--- src/rtl/mem_access_unit_if.sv ---
// Pipeline/memory-side bus of mem_access_unit.
// slave  : view taken by mem_access_unit (accepts requests, drives the memory port).
// master : view taken by the pipeline and the data memory.
interface mem_access_unit_if;
    logic        req_valid;
    logic        req_ready;
    logic        req_we;
    logic [1:0]  req_size;
    logic        req_signed;
    logic [31:0] req_addr;
    logic [31:0] req_wdata;
    logic        resp_valid;
    logic [31:0] resp_rdata;
    logic        resp_err;
    logic [31:0] data_addr;
    logic        memwr;
    logic [31:0] dout;
    logic [31:0] din;

    modport slave (
        input  req_valid, req_we, req_size, req_signed, req_addr, req_wdata, din,
        output req_ready, resp_valid, resp_rdata, resp_err, data_addr, memwr, dout
    );

    modport master (
        output req_valid, req_we, req_size, req_signed, req_addr, req_wdata, din,
        input  req_ready, resp_valid, resp_rdata, resp_err, data_addr, memwr, dout
    );
endinterface

--- src/rtl/mem_access_unit.sv ---
// MEM-stage load/store initiator for a big-endian, word-wide data memory.
// One request at a time; byte/halfword stores are done as read-modify-write.
// Optional build macro MEM_ACCESS_PERF_EN adds saturating load/store/error counters.
module mem_access_unit #(
    parameter int unsigned MEMSIZE = 1024
) (
    input  logic               clk,
    input  logic               rst,
    mem_access_unit_if.slave   bus
`ifdef MEM_ACCESS_PERF_EN
    ,
    output logic [15:0]        perf_loads,
    output logic [15:0]        perf_stores,
    output logic [15:0]        perf_errs
`endif
);

    localparam logic [31:0] LAST_WORD = 32'(MEMSIZE - 4);

    typedef enum logic [2:0] {
        IDLE,
        LOAD,
        RMW_RD,
        WRITE,
        RESP
    } state_t;

    state_t      state, state_nx;

    // request fields captured at acceptance
    logic        lat_we;
    logic [1:0]  lat_size;
    logic        lat_signed;
    logic [1:0]  lat_off;
    logic [15:0] lat_wdata;
    logic        lat_err;

    // registered outputs
    logic [31:0] addr_q, addr_nx;
    logic        memwr_q, memwr_nx;
    logic [31:0] dout_q, dout_nx;
    logic [31:0] rdata_q, rdata_nx;
    logic        err_q, err_nx;
    logic        capture;

    logic        req_bad;
    logic [4:0]  lane_shift;
    logic [31:0] din_sh;
    logic [7:0]  byte_val;
    logic [15:0] half_val;
    logic [31:0] load_val;
    logic [31:0] merged;

    // request legality: size, alignment and word-address range
    always_comb begin
        req_bad = 1'b0;
        if (bus.req_size == 2'b11)
            req_bad = 1'b1;
        else if (bus.req_size == 2'b01 && bus.req_addr[0])
            req_bad = 1'b1;
        else if (bus.req_size == 2'b10 && bus.req_addr[1:0] != 2'b00)
            req_bad = 1'b1;
        if ({bus.req_addr[31:2], 2'b00} > LAST_WORD)
            req_bad = 1'b1;
    end

    // big-endian lane extraction and merge; byte o sits at bit (3-o)*8
    always_comb begin
        lane_shift = {~lat_off, 3'b000};
        din_sh     = bus.din >> lane_shift;
        byte_val   = din_sh[7:0];
        half_val   = lat_off[1] ? bus.din[15:0] : bus.din[31:16];

        case (lat_size)
            2'b00:   load_val = {{24{lat_signed & byte_val[7]}}, byte_val};
            2'b01:   load_val = {{16{lat_signed & half_val[15]}}, half_val};
            default: load_val = bus.din;
        endcase

        if (lat_size == 2'b00)
            merged = (bus.din & ~(32'h0000_00FF << lane_shift))
                   | ({24'h0, lat_wdata[7:0]} << lane_shift);
        else if (lat_off[1])
            merged = {bus.din[31:16], lat_wdata};
        else
            merged = {lat_wdata, bus.din[15:0]};
    end

    // next-state and next values of the registered outputs
    always_comb begin
        state_nx = state;
        addr_nx  = addr_q;
        memwr_nx = 1'b0;
        dout_nx  = dout_q;
        rdata_nx = rdata_q;
        err_nx   = err_q;
        capture  = 1'b0;
        case (state)
            IDLE: begin
                if (bus.req_valid) begin
                    capture  = 1'b1;
                    rdata_nx = '0;
                    err_nx   = req_bad;
                    if (req_bad) begin
                        state_nx = RESP;
                    end else begin
                        addr_nx = {bus.req_addr[31:2], 2'b00};
                        if (!bus.req_we) begin
                            state_nx = LOAD;
                        end else if (bus.req_size == 2'b10) begin
                            dout_nx  = bus.req_wdata;
                            memwr_nx = 1'b1;
                            state_nx = WRITE;
                        end else begin
                            state_nx = RMW_RD;
                        end
                    end
                end
            end
            LOAD: begin
                rdata_nx = load_val;
                state_nx = RESP;
            end
            RMW_RD: begin
                dout_nx  = merged;
                memwr_nx = 1'b1;
                state_nx = WRITE;
            end
            WRITE:   state_nx = RESP;
            RESP:    state_nx = IDLE;
            default: state_nx = IDLE;
        endcase
    end

    // state and output registers; reset drops memwr at once so no partial write
    always_ff @(posedge clk or posedge rst) begin
        if (rst) begin
            state   <= IDLE;
            addr_q  <= '0;
            memwr_q <= 1'b0;
            dout_q  <= '0;
            rdata_q <= '0;
            err_q   <= 1'b0;
        end else begin
            state   <= state_nx;
            addr_q  <= addr_nx;
            memwr_q <= memwr_nx;
            dout_q  <= dout_nx;
            rdata_q <= rdata_nx;
            err_q   <= err_nx;
        end
    end

    // request field capture at acceptance
    always_ff @(posedge clk or posedge rst) begin
        if (rst) begin
            lat_we     <= 1'b0;
            lat_size   <= '0;
            lat_signed <= 1'b0;
            lat_off    <= '0;
            lat_wdata  <= '0;
            lat_err    <= 1'b0;
        end else if (capture) begin
            lat_we     <= bus.req_we;
            lat_size   <= bus.req_size;
            lat_signed <= bus.req_signed;
            lat_off    <= bus.req_addr[1:0];
            lat_wdata  <= bus.req_wdata[15:0];
            lat_err    <= req_bad;
        end
    end

    assign bus.req_ready  = (state == IDLE);
    assign bus.resp_valid = (state == RESP);
    assign bus.resp_rdata = rdata_q;
    assign bus.resp_err   = err_q;
    assign bus.data_addr  = addr_q;
    assign bus.memwr      = memwr_q;
    assign bus.dout       = dout_q;

`ifdef MEM_ACCESS_PERF_EN
    // completed-request counters, saturating, classified on the response cycle
    always_ff @(posedge clk or posedge rst) begin
        if (rst) begin
            perf_loads  <= '0;
            perf_stores <= '0;
            perf_errs   <= '0;
        end else if (state == RESP) begin
            if (lat_err) begin
                if (perf_errs != '1) perf_errs <= perf_errs + 16'd1;
            end else if (lat_we) begin
                if (perf_stores != '1) perf_stores <= perf_stores + 16'd1;
            end else begin
                if (perf_loads != '1) perf_loads <= perf_loads + 16'd1;
            end
        end
    end
`endif

endmodule
--- src/flat_wrapper.sv ---
// flat-port wrapper written by rule: the top's interface ports become plain ports
module mem_access_unit_flat 
#(
    parameter int unsigned MEMSIZE = 1024
)
  (clk, rst, bus_req_valid, bus_req_we, bus_req_size, bus_req_signed, bus_req_addr, bus_req_wdata, bus_din, bus_req_ready, bus_resp_valid, bus_resp_rdata, bus_resp_err, bus_data_addr, bus_memwr, bus_dout);
  mem_access_unit_if bus_i ();
  input  logic clk;
  input  logic rst;
  input wire logic [$bits(bus_i.req_valid)-1:0] bus_req_valid;
  input wire logic [$bits(bus_i.req_we)-1:0] bus_req_we;
  input wire logic [$bits(bus_i.req_size)-1:0] bus_req_size;
  input wire logic [$bits(bus_i.req_signed)-1:0] bus_req_signed;
  input wire logic [$bits(bus_i.req_addr)-1:0] bus_req_addr;
  input wire logic [$bits(bus_i.req_wdata)-1:0] bus_req_wdata;
  input wire logic [$bits(bus_i.din)-1:0] bus_din;
  output wire logic [$bits(bus_i.req_ready)-1:0] bus_req_ready;
  output wire logic [$bits(bus_i.resp_valid)-1:0] bus_resp_valid;
  output wire logic [$bits(bus_i.resp_rdata)-1:0] bus_resp_rdata;
  output wire logic [$bits(bus_i.resp_err)-1:0] bus_resp_err;
  output wire logic [$bits(bus_i.data_addr)-1:0] bus_data_addr;
  output wire logic [$bits(bus_i.memwr)-1:0] bus_memwr;
  output wire logic [$bits(bus_i.dout)-1:0] bus_dout;
  assign bus_i.req_valid = bus_req_valid;
  assign bus_i.req_we = bus_req_we;
  assign bus_i.req_size = bus_req_size;
  assign bus_i.req_signed = bus_req_signed;
  assign bus_i.req_addr = bus_req_addr;
  assign bus_i.req_wdata = bus_req_wdata;
  assign bus_i.din = bus_din;
  assign bus_req_ready = bus_i.req_ready;
  assign bus_resp_valid = bus_i.resp_valid;
  assign bus_resp_rdata = bus_i.resp_rdata;
  assign bus_resp_err = bus_i.resp_err;
  assign bus_data_addr = bus_i.data_addr;
  assign bus_memwr = bus_i.memwr;
  assign bus_dout = bus_i.dout;
  mem_access_unit #(.MEMSIZE(MEMSIZE)) u_core (.clk(clk), .rst(rst), .bus(bus_i));
endmodule
--- config.mk ---
export PLATFORM = sky130hd
export DESIGN_NAME = mem_access_unit_flat
export DESIGN_NICKNAME = d
export VERILOG_FILES = /design/src/rtl/mem_access_unit_if.sv /design/src/rtl/mem_access_unit.sv /design/src/flat_wrapper.sv
export SDC_FILE = /design/constraint.sdc
export NUM_CORES = 1
export LEC_CHECK = 0
export CORE_MARGIN = 3
export CORE_UTILIZATION = 50
export CTS_CLUSTER_DIAMETER = 40
export CTS_CLUSTER_SIZE = 16
export DETAILED_ROUTE_END_ITERATION = 8
export PLACE_DENSITY = 0.95
export SKIP_LAST_GASP = 1
export SLEW_MARGIN = 15
export SYNTH_ARGS = -nofsm -noshare
export SYNTH_HDL_FRONTEND = slang
export SYNTH_SLANG_ARGS = --single-unit
--- constraint.sdc ---
create_clock -name clk -period 11.2 [get_ports clk]
set_clock_uncertainty 0.05 [all_clocks]
set_input_delay 2.24 -clock clk [delete_from_list [all_inputs] [get_ports clk]]
set_output_delay 2.24 -clock clk [all_outputs]
set_load 0.01 [all_outputs]
### Word level (Yosys, flattened, before mapping)

Index checks and enable logic that the tools add are counted.

| word-level totals | value |
|---|---|
| word-level logic and storage cells | 72 |
| output and inout bits | 100 |
| input bits | 103 |
| flip-flop bits (word level) | 120 |

| operators by class | value |
|---|---|
| reduce and logical (&&, ||, !) cells | 12 |
| equal/unequal tests | 12 |
| shift-type cells | 3 |
| order comparisons | 1 |
| mux-type cells | 27 |
| bitwise logic cells | 7 |

Operator list:

| operator | count |
|---|---|
| two-way mux 32 bit | 7 |
| case mux 32 bit (2 select lines) | 3 |
| AND 32 bit | 1 |
| greater-than comparator 32 x 10 -> 1 bit (second input constant) | 1 |
| inverter 32 bit | 1 |
| OR 32 bit | 1 |
| left shift 8 x 5 -> 32 bit | 1 |
| left shift 8 x 5 -> 32 bit (first input constant) | 1 |
| >> shifter 32 x 5 -> 8 bit | 1 |
| two-way mux 16 bit | 1 |
| two-way mux 1 bit | 11 |
| two-way mux 3 bit | 3 |
| case mux 3 bit (3 select lines) | 1 |
| == test 3 x 2 -> 1 bit (second input constant) | 2 |
| != test 2 bit (second input constant) | 3 |
| nonzero test 2 bit | 3 |
| AND reduction 5 bit | 1 |
| == test 2 x 1 -> 1 bit (second input constant) | 2 |
| == test 2 bit (second input constant) | 2 |
| AND reduction 2 bit | 2 |
| == test 3 x 1 -> 1 bit (second input constant) | 1 |
| == test 3 bit (second input constant) | 1 |
| logical NOT 3 bit | 1 |
| AND reduction 3 bit | 1 |
| 8 further kinds | 10 |

### Depth between registers and ports, before layout

Gate-level depths: netlist (run 1).

| logic depth | value |
|---|---|
| depth in word-level cells | 9 |
| mapped depth | 8 |
| mapped depth without buffers | 5 |

### Worst setup path before layout (run 1)

OpenSTA, ideal clock, no wires.

| timing | value |
|---|---|
| path kind | input -> register |
| start | input bus_req_addr[26] |
| end | register u_core.addr_q[2], in the netlist u_core.bus.data_addr[2] |
| data arrival time | 3.673 ns |
| buffers on the path | 1 |
| library setup time | 0.125 ns |
| stages on the path | 6 |
| setup slack | 7.352 ns |
| data required time | 11.025 ns |
| cell sequence | nor4_1 nand4_1 or2_2 nor2_1 buf_4 mux2_2 |

| between the ends | value |
|---|---|
| longest elaborated chain between the ends | 4 |

RTL lines:

| item | line | text |
|---|---|---|
| start: declaration | flat_wrapper.sv:14 | `input wire logic [$bits(bus_i.req_addr)-1:0] bus_req_addr;` |
| greater-than comparator 32 x 10 -> 1 bit | mem_access_unit.sv:63 | `if ({bus.req_addr[31:2], 2'b00} > LAST_WORD)` |
| two-way mux 1 bit | mem_access_unit.sv:63 |  |
| inverter 1 bit (no line) | n/a |  |
| AND reduction 3 bit (no line) | n/a |  |
| end signal: assignment | mem_access_unit.sv:146 | `addr_q <= addr_nx;` |
| end: declaration | mem_access_unit.sv:39 | `logic [31:0] addr_q, addr_nx;` |

No other way between the ends.
A chain may end at the register's enable or synchronous reset.

### Worst setup path in the final report (run 1)

| timing | value |
|---|---|
| start | input bus_req_size[0] |
| end | register u_core.dout_q[24], in the netlist u_core.bus.dout[24] |

| between the ends | value |
|---|---|
| longest elaborated chain between the ends | 8 |
| elaborated cells between the ends (all ways) | 12 |
| classes of those cells | 5 x eq/ne; 4 x mux; 3 x reduce/logical |

RTL lines:

| item | line | text |
|---|---|---|
| start: declaration | flat_wrapper.sv:12 | `input wire logic [$bits(bus_i.req_size)-1:0] bus_req_size;` |
| == test 2 bit | mem_access_unit.sv:61, mem_access_unit.sv:110 |  |
| logical AND 1 bit | mem_access_unit.sv:61 | `else if (bus.req_size == 2'b10 && bus.req_addr[1:0] != 2'b00)` |
| two-way mux 1 bit | mem_access_unit.sv:61 |  |
| two-way mux 1 bit | mem_access_unit.sv:59 | `else if (bus.req_size == 2'b01 && bus.req_addr[0])` |
| two-way mux 1 bit | mem_access_unit.sv:57 | `if (bus.req_size == 2'b11)` |
| two-way mux 1 bit | mem_access_unit.sv:63 |  |
| != test 2 bit (no line) | n/a |  |
| AND reduction 5 bit (no line) * | n/a |  |
| end signal: assignment | mem_access_unit.sv:148 | `dout_q <= dout_nx;` |
| end: declaration | mem_access_unit.sv:41 | `logic [31:0] dout_q, dout_nx;` |

Every way passes the cells marked *; elsewhere a longest branch is shown, timed or not.

==> out/results.ini, run 1 <==
[synthesis]
synth_area_mm2 = 0.005957
avgSynthCellArea_um2 = 11.28
synth_edf_count = 0
yosys.area.top_type = dfrtp_1
synth.area.top_cells = dfrtp_1 (50%), mux2_2 (14%), mux2i_1 (5.5%)
yosys_most_used_dff = dfrtp_1
synth_cell_types = 45
syn_inst = 528
async_flop_share_pct = 100.0
yosysSeqAreaShare_pct = 50.41
yosysWarnings = 0
synth-seq-cells = 120
synth_top_area_share_pct = 50.41

[cells_and_area]
drive_above_1_share_pct = 17.15
final_common_cell = clkdlybuf4s50_1
layout.nets = 813
layout.cells.most_common_list = clkdlybuf4s50_1 (200), dfrtp_1 (120), mux2_2 (74), nand2_1 (44), o21ai_0 (40)
syn2layout_area_growth_pct = 44.63
num_antenna_cells = 0

[drt]
vias = 5194
wl_per_cell_um = 22.44
drt_wl_total_um = 19430
drt_iter0_drc = 575
route.detailed.drc = 0
firstDrtPassIters = 6
viasPerCell = 5.998
postRouteAntennaNets = 0

[worst_setup_path]
critPathSlowestCell = nand2b_1
cp_common_cell = nand2b_1
start_kind = input port
cp_cell_sequence = clkdlybuf4s50_1 > nand2b_1 > nor2_1 > o21ai_1 > nand2b_1 > buf_4 > mux2_2
endpoint_kind = register
required_ns = 11.45
arrival_ns = 4.95
timing.rr.end = u_core.bus.data_addr[6]$_DFFE_PP0P_
slowest_delay_ns = 0.58
critPathKind = input port to register
rr_startpoint = u_core.state[1]$_DFFE_PP0P_
path_max_fanout = 20
r2r_cells = 4
r2r_slack_ns = 8.32

[placed_design]
dpl.hpwl_um = 13850
place_ws_ns = 5.814
place_congestion = 0.9468
port_buffers = 200

[job]
drv_cap = 0

[floorplanning]
start_util_pct = 51.73
rows = 39
die-height_um = 115.2
dieArea_mm2 = 0.01326
core-area_mm2 = 0.01152
ios = 203
die_x_um = 115.2

[pwr]
leakagePower_uw = 0.003903
power.density_mw_per_mm2 = 216.7
vdd_drop_max_uv = 125.0

[sta]
maxClockFrequency_mhz = 212.7
rsz0062_at_grt = no
finalSetupTns_ns = 0
post-route-period-util_pct = 41.98
fin_crit_ns = 4.701
setup_violations = 0
worst_pin_slew_ns = 1.092
worst_slack_ns = 6.499
max-slew-margin-rel_pct = 27.17
holdWs_ns = 0.4327
hold_violations = 0
drv_slew = 0

[grt]
grt_use_met3_pct = 10.05
grt_pass1_wl_um = 30480
grt_max_degree = 65
track_usage_pct = 30.26
grt-ovfl-total = 0
grt_pass1_vias = 5505
antenna_found_initial = 0
met2_usage_pct = 48.84
grt.busiest_layer = met2
use_met1_pct = 37.25

[clocking]
cts_hold_buf = 0
cts_post_setup_buffers_inserted = 0
htreeDepth = 4
numCtsBuffers = 17
clk_path_buf_depth = 2
path_clk_slew_ns = 0.06
cts_root_buffer = clkbuf_16
postCtsResizedCells = 0
clk-insertion-delay-late_ns = 0.42
clock_sink_count = 120
cts_tree = built

[min_path]
hp-start = u_core.bus.resp_rdata[9]$_DFFE_PP0P_
holdPathEnd = u_core.bus.resp_rdata[9]$_DFFE_PP0P_
min_path_cells = 1
hp-class = register to register

[outcome]
status = complete, no violations

==> worst max path at each step <==
stage	startpoint	to	slack (ns)	depth (start not counted)
4_1_cts	bus_req_valid	u_core.bus.data_addr[6]$_DFFE_PP0P_	6.20	4
6_report	bus_req_size[0]	u_core.bus.dout[24]$_DFFE_PP0P_	6.50	7
5_1_grt	bus_req_size[0]	u_core.bus.dout[13]$_DFFE_PP0P_	6.36	7
3_5_place_dp	bus_req_valid	u_core.bus.data_addr[6]$_DFFE_PP0P_	5.81	4
2_1_floorplan	rst	u_core.bus.data_addr[10]$_DFFE_PP0P_	5.72	1
3_3_place_gp	bus_req_valid	u_core.bus.data_addr[7]$_DFFE_PP0P_	5.93	4
==> Yosys cell counts (2+ instances only) <==
cell and n:
nor4_1 5, nand2_1 45, inv_1 14, and2_1 2
a221o_1 16, buf_2 10, buf_1 2, mux2_4 2
o21a_1 2, o21ai_0 40, nor3_2 2, a22o_1 7
mux2_2 74, nor2_1 25, dfrtp_1 120, buf_6 5
nand2b_1 4, a211oi_1 8, buf_4 4, nand3_1 7
nor2b_1 23, or2_1 2, nor3_1 3, mux2i_1 33
a21o_1 8, a222oi_1 7, a221oi_1 8, clkbuf_1 20
a21oi_1 14
==> stage by stage <==
step | total power [uW] | cell area (um^2) | util [%] | cells
floorplan | 998.5 | 5961 | - | 529
finish | 1867 | 8616 | 74.82 | 866
global route | 1947 | 8616 | 74.82 | 866
CTS | 1855 | 8601 | 74.68 | 866
global placement | 1222 | 7954 | 69.07 | 834
detailed placement | 1248 | 7954 | 69.07 | 834
==> layout make-up <==
class,count,area (um^2)
sequential,120,3003
tap,143,178.9
clock inverter,13,193.9
inverter,14,55.05
fill,710,2900
timing repair buffer,203,2024
clock buffer,19,452.9
multi-input combinational,354,2708
==> cells by family after synthesis <==
| group | count (synthesis) | synth area share, % |
|---|---|---|
| AO/OA/AOI/OAI | 118 | 14.45 |
| buffers and inverters | 55 | 4.558 |
| flip-flops | 120 | 50.41 |
| multiplexers | 111 | 20.60 |
| other | 1 | 0.06295 |
| AND/OR/NAND/NOR | 123 | 9.914 |
==> layer usage <==
| layer | share of wire, % | wire length, um |
|---|---|---|
| met5 | 0 | 0 |
| met1 | 38 | 7316 |
| met3 | 9.3 | 1807 |
| met4 | 3.8 | 729 |
| met2 | 49 | 9576 |
==> power by group <==
group          internal [uW]  switching, uW
Combinational            331            306
Clock                    386            209
Sequential               522            113
Total                   1240            628
==> sequential cells by signal, indices dropped and copies added, names as in the netlist <==
| name | count |
|---|---|
| u_core.bus.resp_err | 1 |
| u_core.bus.memwr | 1 |
| u_core.bus.data_addr | 30 |
| u_core.state | 3 |
| u_core.lat_signed | 1 |
| u_core.bus.resp_rdata | 32 |
| u_core.lat_size | 2 |
| u_core.bus.dout | 32 |
| u_core.lat_off | 2 |
| u_core.lat_wdata | 16 |
==> critical path, delay by kind of cell <==
family / cells / cell delay (ns)
AO/OA/AOI/OAI: 1 / 0.51
AND/OR/NAND/NOR: 3 / 0.86
buffers and inverters: 2 / 0.96
multiplexers: 1 / 0.38
(Power assumes the default switching activity.)
==> inputs of run 2 (changes only) <==
--- a/config.mk
+++ b/config.mk
@@ -6,11 +6,11 @@
 export NUM_CORES = 1
 export LEC_CHECK = 0
 export CORE_MARGIN = 3
-export CORE_UTILIZATION = 50
+export CORE_UTILIZATION = 46
 export CTS_CLUSTER_DIAMETER = 40
 export CTS_CLUSTER_SIZE = 16
 export DETAILED_ROUTE_END_ITERATION = 8
-export PLACE_DENSITY = 0.95
+export PLACE_DENSITY = 0.9
 export SKIP_LAST_GASP = 1
 export SLEW_MARGIN = 15
 export SYNTH_ARGS = -nofsm -noshare
==> constraint.sdc (replaced) <==
create_clock -name clk -period 4.35 [get_ports clk]
set_clock_uncertainty 0.05 [all_clocks]
set_input_delay 0.87 -clock clk [delete_from_list [all_inputs] [get_ports clk]]
set_output_delay 0.87 -clock clk [all_outputs]
set_load 0.01 [all_outputs]
==> run 2 against run 1 <==
Net effect:
- register-to-register slack got worse by 6.7 ns
- sequential power rose to 2.6 times the previous value
- combinational power grew to 2.6 times the previous value
- hold slack better by 0.00081 ns
- critical endpoint is now u_core.bus.data_addr[6]$_DFFE_PP0P_
- largest cell class unchanged
==> out/results.ini, run 2 (same netlist as run 1, synthesis figures left out) <==
[outcome]
status = complete, no violations

[sta]
finalSetupTns_ns = 0  ; unchanged
worst_pin_slew_ns = 1.076  ; -0.01664 ns
fin_crit_ns = 3.115
worst_slack_ns = 1.235  ; -5.264 ns
hold_violations = 0  ; unchanged
post-route-period-util_pct = 71.61
setup_violations = 0  ; unchanged
drv_slew = 0  ; unchanged
max-slew-margin-rel_pct = 28.28  ; +1.1 points
maxClockFrequency_mhz = 321.0
rsz0062_at_grt = no

[pwr]
leakagePower_uw = 0.003938  ; +0.91%
power.density_mw_per_mm2 = 548.3  ; +150%
vdd_drop_max_uv = 298.4  ; +140%

[placed_design]
port_buffers = 200  ; unchanged
place_congestion = 0.9203  ; -2.8%
dpl.hpwl_um = 13940  ; +0.60%
place_ws_ns = 0.7646  ; -5.050 ns

[drt]
viasPerCell = 5.638  ; -6.0%
drt_wl_total_um = 18660  ; -4.0%
vias = 5052  ; -2.7%
firstDrtPassIters = 5  ; -1
postRouteAntennaNets = 0  ; unchanged
drt_iter0_drc = 338  ; -41%
wl_per_cell_um = 20.83  ; -7.2%
route.detailed.drc = 0  ; unchanged

[clocking]
path_clk_slew_ns = 0.05  ; about the same
numCtsBuffers = 17  ; unchanged
cts_post_setup_buffers_inserted = 0  ; unchanged
clk_path_buf_depth = 2  ; unchanged
cts_tree = built
cts_hold_buf = 0  ; unchanged
postCtsResizedCells = 0  ; unchanged
cts_root_buffer = clkbuf_16
htreeDepth = 4  ; unchanged
clk-insertion-delay-late_ns = 0.41  ; about the same
clock_sink_count = 120  ; unchanged

[cells_and_area]
layout.nets = 819  ; +0.74%
drive_above_1_share_pct = 17.31  ; +0.16 points
num_antenna_cells = 0  ; unchanged
syn2layout_area_growth_pct = 45.56
layout.cells.most_common_list = clkdlybuf4s50_1 (200), dfrtp_1 (120), mux2_2 (74), nand2_1 (45), o21ai_0 (40)
final_common_cell = clkdlybuf4s50_1

[worst_setup_path]
worstSetupStartpoint = bus_req_addr[12]
start_kind = input port
arrival_ns = 3.36  ; -1.59 ns
timing.rr.end = u_core.bus.dout[14]$_DFFE_PP0P_
rr_startpoint = u_core.lat_off[1]$_DFFE_PP0P_
r2r_slack_ns = 1.65  ; -6.67 ns
critPathKind = input port to register
path_max_fanout = 17  ; -15%
required_ns = 4.59  ; -6.86 ns
r2r_cells = 5  ; +1
endpoint_kind = register

[floorplanning]
start_util_pct = 48.38  ; -3.3 points
die_x_um = 119.8  ; +4.0%
die-height_um = 119.8  ; +4.0%
ios = 203  ; unchanged
rows = 40  ; +2.6%
core-area_mm2 = 0.01231  ; +6.9%
dieArea_mm2 = 0.01435  ; +8.2%

[min_path]
min_path_cells = 1  ; unchanged
hp-start = u_core.bus.resp_rdata[10]$_DFFE_PP0P_
hp-class = register to register
holdPathEnd = u_core.bus.resp_rdata[10]$_DFFE_PP0P_

[grt]
track_usage_pct = 26.57  ; -3.7 points
grt-ovfl-total = 0  ; unchanged
grt_max_degree = 90  ; +38%
grt_pass1_vias = 5252  ; -4.6%
grt_pass1_wl_um = 29150  ; -4.4%
antenna_found_initial = 1  ; +1

[job]
drv_cap = 0  ; unchanged

-- run 2: cell types whose count changed in the layout (fill, tap and decap cells not counted), moves of 2 or more --
| cell | change |
|---|---|
| clkbuf_1 | +2 |
| clkbuf_8 | +2 |
| clkinv_4 | -3 |
| buf_4 | +6 |
| clkinv_2 | +3 |
| clkinvlp_4 | -3 |
-- run 2: per-stage QoR --
step                instance area, um^2  cells  hold WS, ns  total power (uW)  util, %
global placement                   8030    865       0.4078              3189    65.22
floorplan                          5961    529       0.4511              2571        -
detailed placement                 8030    865       0.4197              3239    65.22
CTS                                8661    896       0.4369              4758    70.35
global route                       8671    896       0.4535              4988    70.43
finish                             8671    896       0.4336              4754    70.43
-- run 2: worst max-delay path by stage --
stage	endpoint	slack, ns	cells past startpoint
global placement	u_core.bus.data_addr[3]$_DFFE_PP0P_	0.85	6
finish	u_core.bus.data_addr[6]$_DFFE_PP0P_	1.23	6
detailed placement	u_core.bus.data_addr[6]$_DFFE_PP0P_	0.76	6
floorplan	u_core.bus.data_addr[10]$_DFFE_PP0P_	0.24	1
CTS	u_core.bus.data_addr[6]$_DFFE_PP0P_	1.23	6
global route	u_core.bus.data_addr[8]$_DFFE_PP0P_	1.14	6
-- run 2: power breakdown --
group          switching (uW)  leakage, uW  internal (uW)
sequential                272      0.00159           1350
clock                     493     0.000309           1010
combinational             771      0.00204            859
-- run 2: cell type report --
type | instances | area [um^2]
clock buffers | 23 | 488.0
clock inverters | 8 | 142.6
fillers | 900 | 3641
inverters | 14 | 57.56
multi-input cells | 354 | 2700
flip-flops and latches | 120 | 3003
well taps | 168 | 210.2
repair buffers | 209 | 2069
-- run 2: routing by layer --
layer,vias to the layer above,wire length [um],track usage (%)
li1,2283,-,-
met1,2458,7361,32.11
met2,264,8958,42.66
met3,45,1627,9.566
met4,2,693,12.10
met5,-,18,0
-- run 2: critical path: stages --
cell and delay [ns]:
clkdlybuf4s50_1 0.43, nor4_1 0.44, nand4_1 0.22, or2_2 0.38, nor2_2 0.60, mux2_2 0.42
